**src/rtl/regfile_write_arbiter.sv**
```systemverilog
// Register-file write-port arbiter: clears all registers after reset, then shares the
// single write port between ALU writeback (req0) and load writeback (req1).
// Latency 1 cycle from accept to rf_* write; backpressure only through req*_ready.
// Optional: define REGFILE_WRITE_ARB_ROUND_ROBIN_EN for round-robin arbitration
// under contention; when it is undefined, req0 has fixed priority.
module regfile_write_arbiter #(
  parameter int NUM_REGS = 32,
  parameter int ADDR_W   = 5,
  parameter int DATA_W   = 32
) (
  input  logic              clock,
  input  logic              reset,
  input  logic              req0_valid,
  input  logic [ADDR_W-1:0] req0_reg,
  input  logic [DATA_W-1:0] req0_data,
  output logic              req0_ready,
  input  logic              req1_valid,
  input  logic [ADDR_W-1:0] req1_reg,
  input  logic [DATA_W-1:0] req1_data,
  output logic              req1_ready,
  output logic              rf_regwrite,
  output logic [ADDR_W-1:0] rf_write_reg,
  output logic [DATA_W-1:0] rf_write_data,
  output logic              rf_grant_id,
  output logic              init_busy
);

  localparam int CNT_W = (NUM_REGS > 1) ? $clog2(NUM_REGS) : 1;
  localparam logic [CNT_W-1:0] CNT_LAST = CNT_W'(NUM_REGS - 1);

  localparam logic [0:0] ST_INIT = 1'b0;
  localparam logic [0:0] ST_RUN  = 1'b1;

  logic [0:0]        state;
  logic [CNT_W-1:0]  cnt;
  logic              last_grant;

  logic              grant_vld;
  logic              grant_sel;
  logic [ADDR_W-1:0] sel_reg;
  logic [DATA_W-1:0] sel_data;

  // Pick at most one requester per cycle; nobody is served during the clear sequence.
  always_comb begin
    grant_vld = 1'b0;
    grant_sel = 1'b0;
    if (state == ST_RUN) begin
      if (req0_valid && req1_valid) begin
        grant_vld = 1'b1;
`ifdef REGFILE_WRITE_ARB_ROUND_ROBIN_EN
        // Favour whoever did not win the last accepted transfer.
        grant_sel = ~last_grant;
`else
        // Fixed priority: ALU writeback always wins, loads may starve.
        grant_sel = 1'b0;
`endif
      end else if (req0_valid) begin
        grant_vld = 1'b1;
        grant_sel = 1'b0;
      end else if (req1_valid) begin
        grant_vld = 1'b1;
        grant_sel = 1'b1;
      end
    end
  end

  assign req0_ready = grant_vld & ~grant_sel;
  assign req1_ready = grant_vld &  grant_sel;
  assign init_busy  = (state == ST_INIT);

  // Route the winning requester's address and data toward the write port.
  always_comb begin
    sel_reg  = req0_reg;
    sel_data = req0_data;
    if (grant_sel) begin
      sel_reg  = req1_reg;
      sel_data = req1_data;
    end
  end

  // Clear-sequence counter and INIT -> RUN transition; reset restarts the clear.
  always_ff @(posedge clock or posedge reset) begin
    if (reset) begin
      state <= ST_INIT;
      cnt   <= '0;
    end else if (state == ST_INIT) begin
      cnt <= cnt + CNT_W'(1);
      if (cnt == CNT_LAST) begin
        state <= ST_RUN;
        cnt   <= '0;
      end
    end
  end

  // Registered write port: clear writes in INIT, accepted requests in RUN.
  // Writes to x0 are accepted but suppressed, and the address/data hold.
  always_ff @(posedge clock or posedge reset) begin
    if (reset) begin
      rf_regwrite   <= 1'b0;
      rf_write_reg  <= '0;
      rf_write_data <= '0;
      rf_grant_id   <= 1'b0;
    end else if (state == ST_INIT) begin
      rf_regwrite   <= 1'b1;
      rf_write_reg  <= ADDR_W'(cnt);
      rf_write_data <= '0;
      rf_grant_id   <= 1'b0;
    end else if (grant_vld) begin
      rf_grant_id <= grant_sel;
      if (sel_reg != '0) begin
        rf_regwrite   <= 1'b1;
        rf_write_reg  <= sel_reg;
        rf_write_data <= sel_data;
      end else begin
        rf_regwrite <= 1'b0;
      end
    end else begin
      rf_regwrite <= 1'b0;
    end
  end

  // Remember the winner of the most recent accepted transfer.
  always_ff @(posedge clock or posedge reset) begin
    if (reset) begin
      last_grant <= 1'b1;
    end else if (grant_vld) begin
      last_grant <= grant_sel;
    end
  end

endmodule
```
**config.mk**
```make
export PLATFORM = sky130hd
export DESIGN_NAME = regfile_write_arbiter
export DESIGN_NICKNAME = d
export VERILOG_FILES = /design/src/rtl/regfile_write_arbiter.sv
export SDC_FILE = /design/constraint.sdc
export NUM_CORES = 1
export LEC_CHECK = 0
export CAP_MARGIN = 25
export CORE_MARGIN = 3
export CORE_UTILIZATION = 44
export DETAILED_ROUTE_END_ITERATION = 6
export HOLD_SLACK_MARGIN = 0.05
export PLACE_DENSITY = 0.86
export REMOVE_ABC_BUFFERS = 1
export SYNTH_ARGS = -nofsm -noshare
export SYNTH_HDL_FRONTEND = slang
export SYNTH_SLANG_ARGS = --single-unit
export TNS_END_PERCENT = 5
```
**constraint.sdc**
```tcl
create_clock -name clock -period 3.5 [get_ports clock]
set_input_delay 0.7 -clock clock [delete_from_list [all_inputs] [get_ports clock]]
set_output_delay 0.7 -clock clock [all_outputs]
set_load 0.02 [all_outputs]
```
==> results of run 1 <==
==> worst register-to-register path, cell delays in order, from the launching register on <==
cell and delay [ps]:
sky130_fd_sc_hd__dfrtp_1 540, sky130_fd_sc_hd__nand3b_1 150, sky130_fd_sc_hd__inv_1 110, sky130_fd_sc_hd__buf_4 350, sky130_fd_sc_hd__or3_1 190, sky130_fd_sc_hd__and2_4 500, sky130_fd_sc_hd__a311oi_2 220
==> power by group <==
group,switching (W),internal (W)
Clock,0.000171,0.000179
Combinational,0.000198,0.000235
Sequential,0.0000301,0.000571
==> metrics by stage <==
stage	cell area (um2)	total power, W	hold slack (ps)
final	3790	0.00138	529
after global routing	3790	0.00145	557
after CTS	3790	0.00139	527
after detailed placement	3690	0.00105	515
after global placement	3690	0.00104	499
after floorplan	2370	0.000809	466
==> layout make-up <==
cell class	instances	share of cell area
clock inverter	1	0.00132
multi-input combinational	184	0.322
clock buffer	7	0.0254
timing repair buffer	125	0.326
inverter	5	0.00495
sequential	45	0.297
tap	70	0.0231
==> synth_stat cells <==
| master | number | area share |
|---|---|---|
| sky130_fd_sc_hd__a221oi_1 | 1 | 0.0035 |
| sky130_fd_sc_hd__clkbuf_1 | 18 | 0.027 |
| sky130_fd_sc_hd__a21boi_0 | 1 | 0.0030 |
| sky130_fd_sc_hd__nor3_1 | 2 | 0.0040 |
| sky130_fd_sc_hd__o211ai_1 | 1 | 0.0030 |
| sky130_fd_sc_hd__and2_1 | 1 | 0.0025 |
| sky130_fd_sc_hd__a21oi_1 | 39 | 0.078 |
| sky130_fd_sc_hd__nor2_1 | 5 | 0.0075 |
| sky130_fd_sc_hd__inv_1 | 5 | 0.0075 |
| sky130_fd_sc_hd__o21ai_0 | 4 | 0.0080 |
| sky130_fd_sc_hd__a221o_1 | 3 | 0.012 |
| sky130_fd_sc_hd__nand4bb_1 | 1 | 0.0045 |
| sky130_fd_sc_hd__and2_4 | 1 | 0.0035 |
| sky130_fd_sc_hd__o22a_1 | 2 | 0.0070 |
| sky130_fd_sc_hd__buf_2 | 2 | 0.0040 |
| sky130_fd_sc_hd__or4_1 | 2 | 0.0060 |
| sky130_fd_sc_hd__buf_6 | 5 | 0.022 |
| sky130_fd_sc_hd__ha_1 | 2 | 0.010 |
| sky130_fd_sc_hd__a31oi_1 | 1 | 0.0025 |
| sky130_fd_sc_hd__or3_1 | 1 | 0.0025 |
| sky130_fd_sc_hd__nand4_1 | 1 | 0.0025 |
| sky130_fd_sc_hd__nand2b_1 | 1 | 0.0025 |
| sky130_fd_sc_hd__nand3b_1 | 1 | 0.0030 |
| sky130_fd_sc_hd__mux2i_1 | 1 | 0.0040 |
| sky130_fd_sc_hd__a311oi_2 | 30 | 0.18 |
| sky130_fd_sc_hd__a21o_1 | 1 | 0.0030 |
| sky130_fd_sc_hd__a311oi_1 | 3 | 0.010 |
| sky130_fd_sc_hd__mux2_2 | 2 | 0.0090 |
| sky130_fd_sc_hd__and3_1 | 1 | 0.0025 |
| sky130_fd_sc_hd__nand2_1 | 76 | 0.11 |
| sky130_fd_sc_hd__dfrtp_1 | 45 | 0.45 |
| sky130_fd_sc_hd__buf_1 | 2 | 0.0030 |
==> cell families after synthesis <==
logic type | count (synthesis) | share of synthesized area
flops | 45 | 0.449
simple gates | 93 | 0.155
mux | 3 | 0.0130
buf+inv | 32 | 0.0638
compound gates | 86 | 0.310
fa+ha+maj | 2 | 0.00997
==> metal layers <==
| layer | share of wire | track usage | vias to the layer above |
|---|---|---|---|
| li1 | - | - | 1149 |
| met1 | 0.40 | 0.263 | 1156 |
| met2 | 0.51 | 0.418 | 102 |
| met3 | 0.087 | 0.0691 | 8 |
| met4 | 0.0098 | 0.0524 | 0 |
| met5 | 0 | 0 | - |
==> path summary, 6_finish.rpt <==
check                                start                 to  slack [ps]
worst min register to register      cnt[3]             cnt[3]         530
min in group asynchronous            reset  rf_write_data[27]         950
worst max register to register       state  rf_write_data[30]        1290
max in group asynchronous            reset  rf_write_data[17]        1970
worst max-delay path            req0_valid         req1_ready         520
worst min-delay path                cnt[3]             cnt[3]         530
==> out/results.md, run 1 <==
| Item | Value |
|---|---|
| Clock buffers created by TritonCTS | 5 |
| Stage delay of the slowest cell on the critical path | 690 ps |
| Fraction of final layout cells sized beyond drive strength 1 | 0.134 |
| Die Y-Extent | 81.5 um |
| Sum of overflow across all layers after global routing | 0 |
| Maximum number of pins on one net before global-route repair | 46 |
| Number of port buffers | 119 |
| Share of the cycle needed by the critical path after routing | 0.853 |
| Number of hold buffers added after CTS | 0 |
| Number of antenna violations at the first check in global routing | 0 |
| Final std cells w/o fill | 437 |
| Clock tree from TritonCTS | done |
| Total instance count after detailed placement | 429 |
| Synth Area per Inst | 9.61 um2 |
| Post-cts resize count | 0 |
| Clock Sink Count | 45 |
| Leakage power | 1.53 nW |
| DIE AREA | 0.00664 mm2 |
| Critical path depth in cells | 4 |
| Power per standard cell area | 365 mW/mm2 |
| Number of cells on the worst reg-to-reg path | 6 |
| Startpoint class of the critical path | primary input |
| Area grow syn2layout | 51.2% |
| Drt total wl | 7460 um |
| Number of nets at the end of the flow | 446 |
| GRT Resource Usage Total | 0.229 |
| Combined area of all synthesized cells | 0.00251 mm2 |
| Clock transition time at the flip-flop clock pins of the worst setup and hold paths | 80 ps |
| Sequential cell area | 0.00113 mm2 |
| Place WS | 497 ps |
| Filler cell count in the final layout | 427 |
| Arrival time at the worst endpoint | 2280 ps |
| Via Count | 2,415 |
| Count of routing violations after the opening detailed-route iteration | 158 |
| Post-route setup slack | 516 ps |
| Most frequent cells in the layout | sky130_fd_sc_hd__clkdlybuf4s50_1 (119), sky130_fd_sc_hd__nand2_1 (76), sky130_fd_sc_hd__dfrtp_1 (45), sky130_fd_sc_hd__a21oi_1 (39), sky130_fd_sc_hd__a311oi_2 (30) |
| I/O Pins | 120 |
| Fmax | 335 MHz |
| Clock latency of the later-clocked register in the worst-skew pair | 290 ps |
| Fin. max-slew vios | 0 |
| Area of the core region | 0.00530 mm2 |
| Worst path top cell family by delay | buffers and inverters |
| Sequence of cells on the critical path | clkdlybuf4s50_1 > nand3b_1 > inv_1 > clkdlybuf4s50_1 |
| Instance count of the mapped netlist | 261 |
| Standard-cell row count | 26 |
| Vias per Instance | 5.53 |
| Worst Path Class, Setup | in -> out |
| Transition time at the pin with the least slew margin | 930 ps |
| Area of the multi-input gates | 0.00122 mm2 |
| Clock period minus final worst setup slack | 2980 ps |
| Antenna fix cells | 0 |
| Max cap viols | 0 |
| Worst slew margin relative to its limit | 0.379 |
| Hold Crit Depth | 1 |
| Initial standard-cell utilization of the core | 0.473 |
| Kind of end point of the critical path | output port |
| Setup repair bufs after CTS | 0 |
| Number of warnings issued by yosys | 0 |
| Seq/Total Area, Yosys | 0.449 |
| Highest-delay cell along the critical path | sky130_fd_sc_hd__clkdlybuf4s50_1 |
| Highest net fanout along the worst path | 9 |
| Number of synthesized register bits | 45 |
| Number of failing setup endpoints in the final timing report | 0 |
| Chip width | 81.5 um |
| Hold/Removal Path Class | reg -> reg |
| Number of levels in the clock H-tree | 2 |
| Setup repair after global routing missed its margin | false |
| Setup TNS Final | 0 ps |
| Wire length of the first global-routing pass | 11,700 um |
| Number of global-route vias before repair | 2,422 |
| Core occupancy in the finished layout | 0.715 |
| Max reg flops | 32 |
| Status | completed |
| Estimated wirelength of the detail-placed design | 5210 um |
| CTS Root Cell | sky130_fd_sc_hd__clkbuf_8 |
| Hold violation total from the final report | 0 |
| Global placement routability congestion | 0.761 |
| Most common cell after layout, fill and taps aside | sky130_fd_sc_hd__clkdlybuf4s50_1 |
| Number of buffers and inverters on the critical path | 3 |
| Endpoint required time on the critical path | 2800 ps |
| Max rail drop VDD | 0.000250 V |
| Post-DRT Antenna Nets | 0 |
| Number of iterations in the first detailed-routing pass | 5 |
| Count of unresolved DRC violations after routing | 0 |
| Number of distinct library cells after synthesis | 32 |
| Final worst clock skew | 4.51 ps |
| Routed len/inst | 17.1 um |
| Most used cell along the critical path | sky130_fd_sc_hd__clkdlybuf4s50_1 |
| Clock Path Buffers | 2 |
Note: power is estimated with default switching activity, not from simulation.
==> run 2, diff against run 1 <==
CORE_MARGIN = default   (was 3)
==> run 2 against run 1 <==
Largest cell class unchanged. Critical path type unchanged. Power is 1.0% higher. Global-route usage increased by 3.4 points. Critical endpoint unchanged. Non-clock buffer count rose by 1.
==> out/results.md, run 2 (synthesis results as in run 1) <==
| Item | Value | Change |
|---|---|---|
| Initial standard-cell utilization of the core | 0.456 | -0.0175 |
| Worst slew margin relative to its limit | 0.572 | +0.193 |
| Number of antenna violations at the first check in global routing | 0 | unchanged |
| Share of the cycle needed by the critical path after routing | 0.848 | -0.00425 |
| Setup repair bufs after CTS | 0 | unchanged |
| Global placement routability congestion | 0.871 | +14% |
| Fraction of final layout cells sized beyond drive strength 1 | 0.136 | +0.00235 |
| Number of port buffers | 119 | unchanged |
| Status | completed |  |
| Sequential cell area | 0.00113 mm2 | unchanged |
| Clock transition time at the flip-flop clock pins of the worst setup and hold paths | 90 ps | about the same |
| Wire length of the first global-routing pass | 12,300 um | +5.3% |
| Antenna fix cells | 0 | unchanged |
| Total instance count after detailed placement | 431 | +0.47% |
| Sum of overflow across all layers after global routing | 0 | unchanged |
| Kind of end point of the critical path | output port |  |
| Drt total wl | 7470 um | +0.16% |
| Fmax | 337 MHz | +0.50% |
| Most frequent cells in the layout | sky130_fd_sc_hd__clkdlybuf4s50_1 (119), sky130_fd_sc_hd__nand2_1 (76), sky130_fd_sc_hd__dfrtp_1 (45), sky130_fd_sc_hd__a21oi_1 (39), sky130_fd_sc_hd__a311oi_2 (30) |  |
| CTS Root Cell | sky130_fd_sc_hd__clkbuf_8 |  |
| Leakage power | 1.54 nW | +0.66% |
| DIE AREA | 0.00601 mm2 | -9.6% |
| Standard-cell row count | 27 | +3.8% |
| Number of levels in the clock H-tree | 2 | unchanged |
| Number of global-route vias before repair | 2,479 | +2.4% |
| Number of iterations in the first detailed-routing pass | 4 | -1 |
| Final std cells w/o fill | 440 | +0.69% |
| Post-route setup slack | 531 ps | +14.9 ps |
| Setup repair after global routing missed its margin | false |  |
| Hold/Removal Path Class | in -> async |  |
| Worst Path Class, Setup | in -> out |  |
| Total chip power | 0.00140 W | +1.0% |
| I/O Pins | 120 | unchanged |
| Vias per Instance | 5.62 | +1.7% |
| Clock tree from TritonCTS | done |  |
| Post-cts resize count | 0 | unchanged |
| Transition time at the pin with the least slew margin | 642 ps | -288 ps |
| Clock latency of the later-clocked register in the worst-skew pair | 300 ps | about the same |
| Clock period minus final worst setup slack | 2970 ps | -14.9 ps |
| Post-DRT Antenna Nets | 0 | unchanged |
| Estimated wirelength of the detail-placed design | 4940 um | -5.3% |
| Final worst clock skew | 6.94 ps | +2.43 ps |
| Area grow syn2layout | 52.1% |  |
| Placed instance area | 0.00369 mm2 | about the same |
| Die Y-Extent | 77.5 um | -4.9% |
| Area of the multi-input gates | 0.00122 mm2 | unchanged |
| Startpoint class of the critical path | primary input |  |
| Hold violation total from the final report | 0 | unchanged |
| Arrival time at the worst endpoint | 2270 ps | about the same |
| Via Count | 2,472 | +2.4% |
| Endpoint required time on the critical path | 2800 ps | about the same |
| Chip width | 77.5 um | -4.9% |
| Final Cell Area | 0.00381 mm2 | +0.59% |
| Power per standard cell area | 366 mW/mm2 | +0.41% |
| Clock buffers created by TritonCTS | 5 | unchanged |
| GRT Resource Usage Total | 0.264 | +0.0342 |
| Filler cell count in the final layout | 438 | +2.6% |
| Number of failing setup endpoints in the final timing report | 0 | unchanged |
| Maximum number of pins on one net before global-route repair | 46 | unchanged |
| Clock Sink Count | 45 | unchanged |
| Count of unresolved DRC violations after routing | 0 | unchanged |
| Number of hold buffers added after CTS | 0 | unchanged |
| Max rail drop VDD | 0.000203 V | -19% |
| Most common cell after layout, fill and taps aside | sky130_fd_sc_hd__clkdlybuf4s50_1 |  |
| Max reg flops | 32 | unchanged |
| Place WS | 571 ps | +74.4 ps |
| Highest net fanout along the worst path | 7 | -2 |
| Routed len/inst | 17.0 um | -0.52% |
| Fin. max-slew vios | 0 | unchanged |
| Max cap viols | 0 | unchanged |
| Area of the core region | 0.00551 mm2 | +3.8% |
| Count of routing violations after the opening detailed-route iteration | 214 | +35% |
| Number of nets at the end of the flow | 447 | +0.22% |
| Setup TNS Final | 0 ps | unchanged |
| Clock Path Buffers | 2 | unchanged |
## run 2: cell count changes in the layout (fill, tap and decap cells not counted)
cell                     before  now
sky130_fd_sc_hd__buf_12       0    1
## run 2: path summary, 6_finish.rpt
check,startpoint,to,slack [ps],cells past startpoint
max,req1_valid,req1_ready,530,4
min,reset,rf_write_data[17],560,2
max reg2reg,state,rf_write_data[29],1270,6
min reg2reg,cnt[4],rf_write_reg[4],560,1
max in group asynchronous,reset,rf_write_reg[0],2500,3
min in group clock,cnt[4],rf_write_reg[4],560,1
## run 2: stage by stage
| step | hold slack [ps] | utilization |
|---|---|---|
| global placement | 489 | 0.671 |
| finish | 559 | 0.693 |
| CTS | 559 | 0.689 |
| floorplan | 466 | - |
| global route | 567 | 0.693 |
| detailed placement | 544 | 0.671 |
## run 2: worst max-delay path, stage by stage
cell	delay, ps
sky130_fd_sc_hd__clkdlybuf4s50_1	590
sky130_fd_sc_hd__nand3b_1	140
sky130_fd_sc_hd__inv_1	190
sky130_fd_sc_hd__clkdlybuf4s50_1	650
## run 2: layout make-up
cell class                      count  share of cell area
Timing Repair Buffer              126               0.329
Multi-Input combinational cell    184               0.320
Sequential cell                    45               0.295
Clock buffer                        7              0.0253
Tap cell                           72              0.0236
Inverter                            5             0.00492
Clock inverter                      1             0.00131
## run 2: power by group
| part | switching [W] | internal, W |
|---|---|---|
| clock | 0.000180 | 0.000179 |
| combinational | 0.000202 | 0.000238 |
| sequential | 0.0000281 | 0.000571 |
## run 2: per-layer routing
metal	vias up	track usage	share of wire	routed length, um
li1	1149	-	-	-
met1	1188	0.344	0.42	3110
met4	0	0.0792	0.016	116
met5	-	0	0	0
met2	125	0.433	0.48	3580
met3	10	0.0624	0.089	662
==> run 3, diff against run 2 <==
CORE_UTILIZATION = 41   (was 44)
PLACE_DENSITY = 0.81   (was 0.86)
clock period = 3.1 ns   (was 3.5 ns; I/O delays follow)
==> run 3 against run 2 <==
Count of clock-buffer cells in the layout fell by 2. Power rose by 9.0%. Utilization fell by 5.0 points. Register-to-register slack got worse by 160 ps. Routed wire length fell by 4.0%. Global-route usage fell by 2.8 points. Combinational power rose by 12%. Worst hold slack got worse by 29 ps. Largest cell class unchanged. Largest power group unchanged.
==> out/results.md, run 3 (synthesis results as in run 1) <==
| Item | Value | Change |
|---|---|---|
| Status | completed |  |
| Routed met2 length | 3440 um | -3.8% |
| Max rail drop VDD | 0.000167 V | -18% |
| Core occupancy in the finished layout | 0.643 | -0.0499 |
| Global placement routability congestion | 0.799 | -8.3% |
| Startpoint class of the critical path | primary input |  |
| Worst Path Class, Setup | in -> out |  |
| Maximum number of pins on one net before global-route repair | 46 | unchanged |
| Area of the core region | 0.00592 mm2 | +7.5% |
| I/O Pins | 120 | unchanged |
| Kind of end point of the critical path | output port |  |
| Clock Sink Count | 45 | unchanged |
| Setup repair after global routing missed its margin | false |  |
| Area grow syn2layout | 51.7% |  |
| Endpoint required time on the critical path | 2480 ps | -320 ps |
| Hold violation total from the final report | 0 | unchanged |
| Clock Path Buffers | 2 | unchanged |
| Setup repair bufs after CTS | 0 | unchanged |
| Share of the cycle needed by the critical path after routing | 0.859 |  |
| Filler cell count in the final layout | 519 | +18% |
| Count of unresolved DRC violations after routing | 0 | unchanged |
| Max reg flops | 32 | unchanged |
| Power per standard cell area | 400 mW/mm2 | +9.3% |
| Fraction of final layout cells sized beyond drive strength 1 | 0.141 | +0.00467 |
| Chip width | 80.2 um | +3.5% |
| Antenna fix cells | 0 | unchanged |
| Die Y-Extent | 80.2 um | +3.5% |
| Final Cell Area | 0.00381 mm2 | -0.23% |
| GRT Resource Usage Total | 0.236 | -0.0276 |
| Length of routed met3 wiring | 639 um | -3.5% |
| Routed len/inst | 16.1 um | -5.1% |
| Via Count | 2,406 | -2.7% |
| Vias per Instance | 5.41 | -3.8% |
| Drt total wl | 7170 um | -4.0% |
| Transition time at the pin with the least slew margin | 932 ps | +290 ps |
| Standard-cell row count | 28 | +3.7% |
| Fin. max-slew vios | 0 | unchanged |
| Clock period minus final worst setup slack | 2660 ps |  |
| Post-cts resize count | 0 | unchanged |
| Count of routing violations after the opening detailed-route iteration | 169 | -21% |
| Number of hold buffers added after CTS | 0 | unchanged |
| Clock transition time at the flip-flop clock pins of the worst setup and hold paths | 80 ps | about the same |
| Number of failing setup endpoints in the final timing report | 0 | unchanged |
| Max cap viols | 0 | unchanged |
| Most frequent cells in the layout | sky130_fd_sc_hd__clkdlybuf4s50_1 (119), sky130_fd_sc_hd__nand2_1 (76), sky130_fd_sc_hd__dfrtp_1 (45), sky130_fd_sc_hd__a21oi_1 (39), sky130_fd_sc_hd__a311oi_2 (30) |  |
| Worst slew margin relative to its limit | 0.378 | -0.194 |
| Sequential cell area | 0.00113 mm2 | unchanged |
| Clock tree from TritonCTS | done |  |
| Most common cell after layout, fill and taps aside | sky130_fd_sc_hd__clkdlybuf4s50_1 |  |
| Estimated wirelength of the detail-placed design | 4870 um | -1.5% |
| Hold/Removal Path Class | reg -> reg |  |
| DIE AREA | 0.00644 mm2 | +7.1% |
| Highest net fanout along the worst path | 3 | -4 |
| Routed metal-1 wirelength | 3010 um | -3.4% |
| Placed instance area | 0.00372 mm2 | +0.71% |
| Sum of overflow across all layers after global routing | 0 | unchanged |
| Final worst clock skew | 4.01 ps | -2.93 ps |
| Wire length of the first global-routing pass | 11,600 um | -5.5% |
| Number of levels in the clock H-tree | 2 | unchanged |
| Number of iterations in the first detailed-routing pass | 4 | unchanged |
| Number of antenna violations at the first check in global routing | 0 | unchanged |
| Area of the multi-input gates | 0.00122 mm2 | unchanged |
| Arrival time at the worst endpoint | 2040 ps | -230 ps |
| Clock latency of the later-clocked register in the worst-skew pair | 290 ps | about the same |
| Number of port buffers | 119 | unchanged |
| Top layer in use | met4 |  |
| Clock buffers created by TritonCTS | 5 | unchanged |
| Initial standard-cell utilization of the core | 0.424 | -0.0319 |
| Number of global-route vias before repair | 2,376 | -4.2% |
| Leakage power | 1.54 nW | -0.36% |
| Post-DRT Antenna Nets | 0 | unchanged |
| Fmax | 376 MHz |  |
| Number of nets at the end of the flow | 449 | +0.45% |
| CTS Root Cell | sky130_fd_sc_hd__clkbuf_8 |  |
run 3: cell types whose count changed in the layout (fill, tap and decap cells not counted):
cell                         previous run  this run
sky130_fd_sc_hd__clkbuf_8               7         5
sky130_fd_sc_hd__buf_12                 1         0
sky130_fd_sc_hd__clkinvlp_4             0         1
sky130_fd_sc_hd__clkinv_2               1         2
sky130_fd_sc_hd__buf_4                  6         9
run 3: metrics by stage:
stage | TNS (ps) | hold WS, ps | setup WS, ps | cells | power (W)
floorplan | -29690 | 466 | -823 | 234 | 0.000914
global placement | 0 | 503 | 337 | 437 | 0.00117
detailed placement | 0 | 512 | 296 | 437 | 0.00118
CTS | 0 | 521 | 432 | 445 | 0.00154
global route | 0 | 563 | 361 | 445 | 0.00160
finish | 0 | 530 | 438 | 445 | 0.00152
run 3: final timing paths:
kind | from | to | slack [ps] | cells after the start
worst max-delay path | req0_valid | req1_ready | 440 | 4
worst min-delay path | cnt[3] | cnt[3] | 530 | 1
worst max register to register | state | rf_write_reg[1] | 1110 | 6
worst min register to register | cnt[3] | cnt[3] | 530 | 1
max in group asynchronous | reset | rf_write_data[5] | 1670 | 2
min in group asynchronous | reset | rf_write_data[24] | 850 | 2
run 3: critical path, cell delays in order:
cell,delay (ps)
sky130_fd_sc_hd__clkdlybuf4s50_1,420
sky130_fd_sc_hd__nand3b_1,200
sky130_fd_sc_hd__inv_1,120
sky130_fd_sc_hd__clkdlybuf4s50_1,680
run 3: metal layers:
layer  global-route usage  up-vias
li1                     -     1153
met1                0.295     1132
met2                0.398      112
met3               0.0682        9
met4               0.0607        0
met5                    0        -
run 3: power by group:
part	switching [W]	internal, W	total [W]
Combinational	0.000223	0.000268	0.000491
Sequential	0.0000341	0.000645	0.000679
Clock	0.000198	0.000156	0.000354
run 3: cell type report:
type	count	area share
Timing Repair Buffer	128	0.331
Multi-Input combinational cell	184	0.321
Sequential cell	45	0.296
Tap cell	75	0.0247
Clock buffer	5	0.0181
Inverter	5	0.00493
Clock inverter	3	0.00460
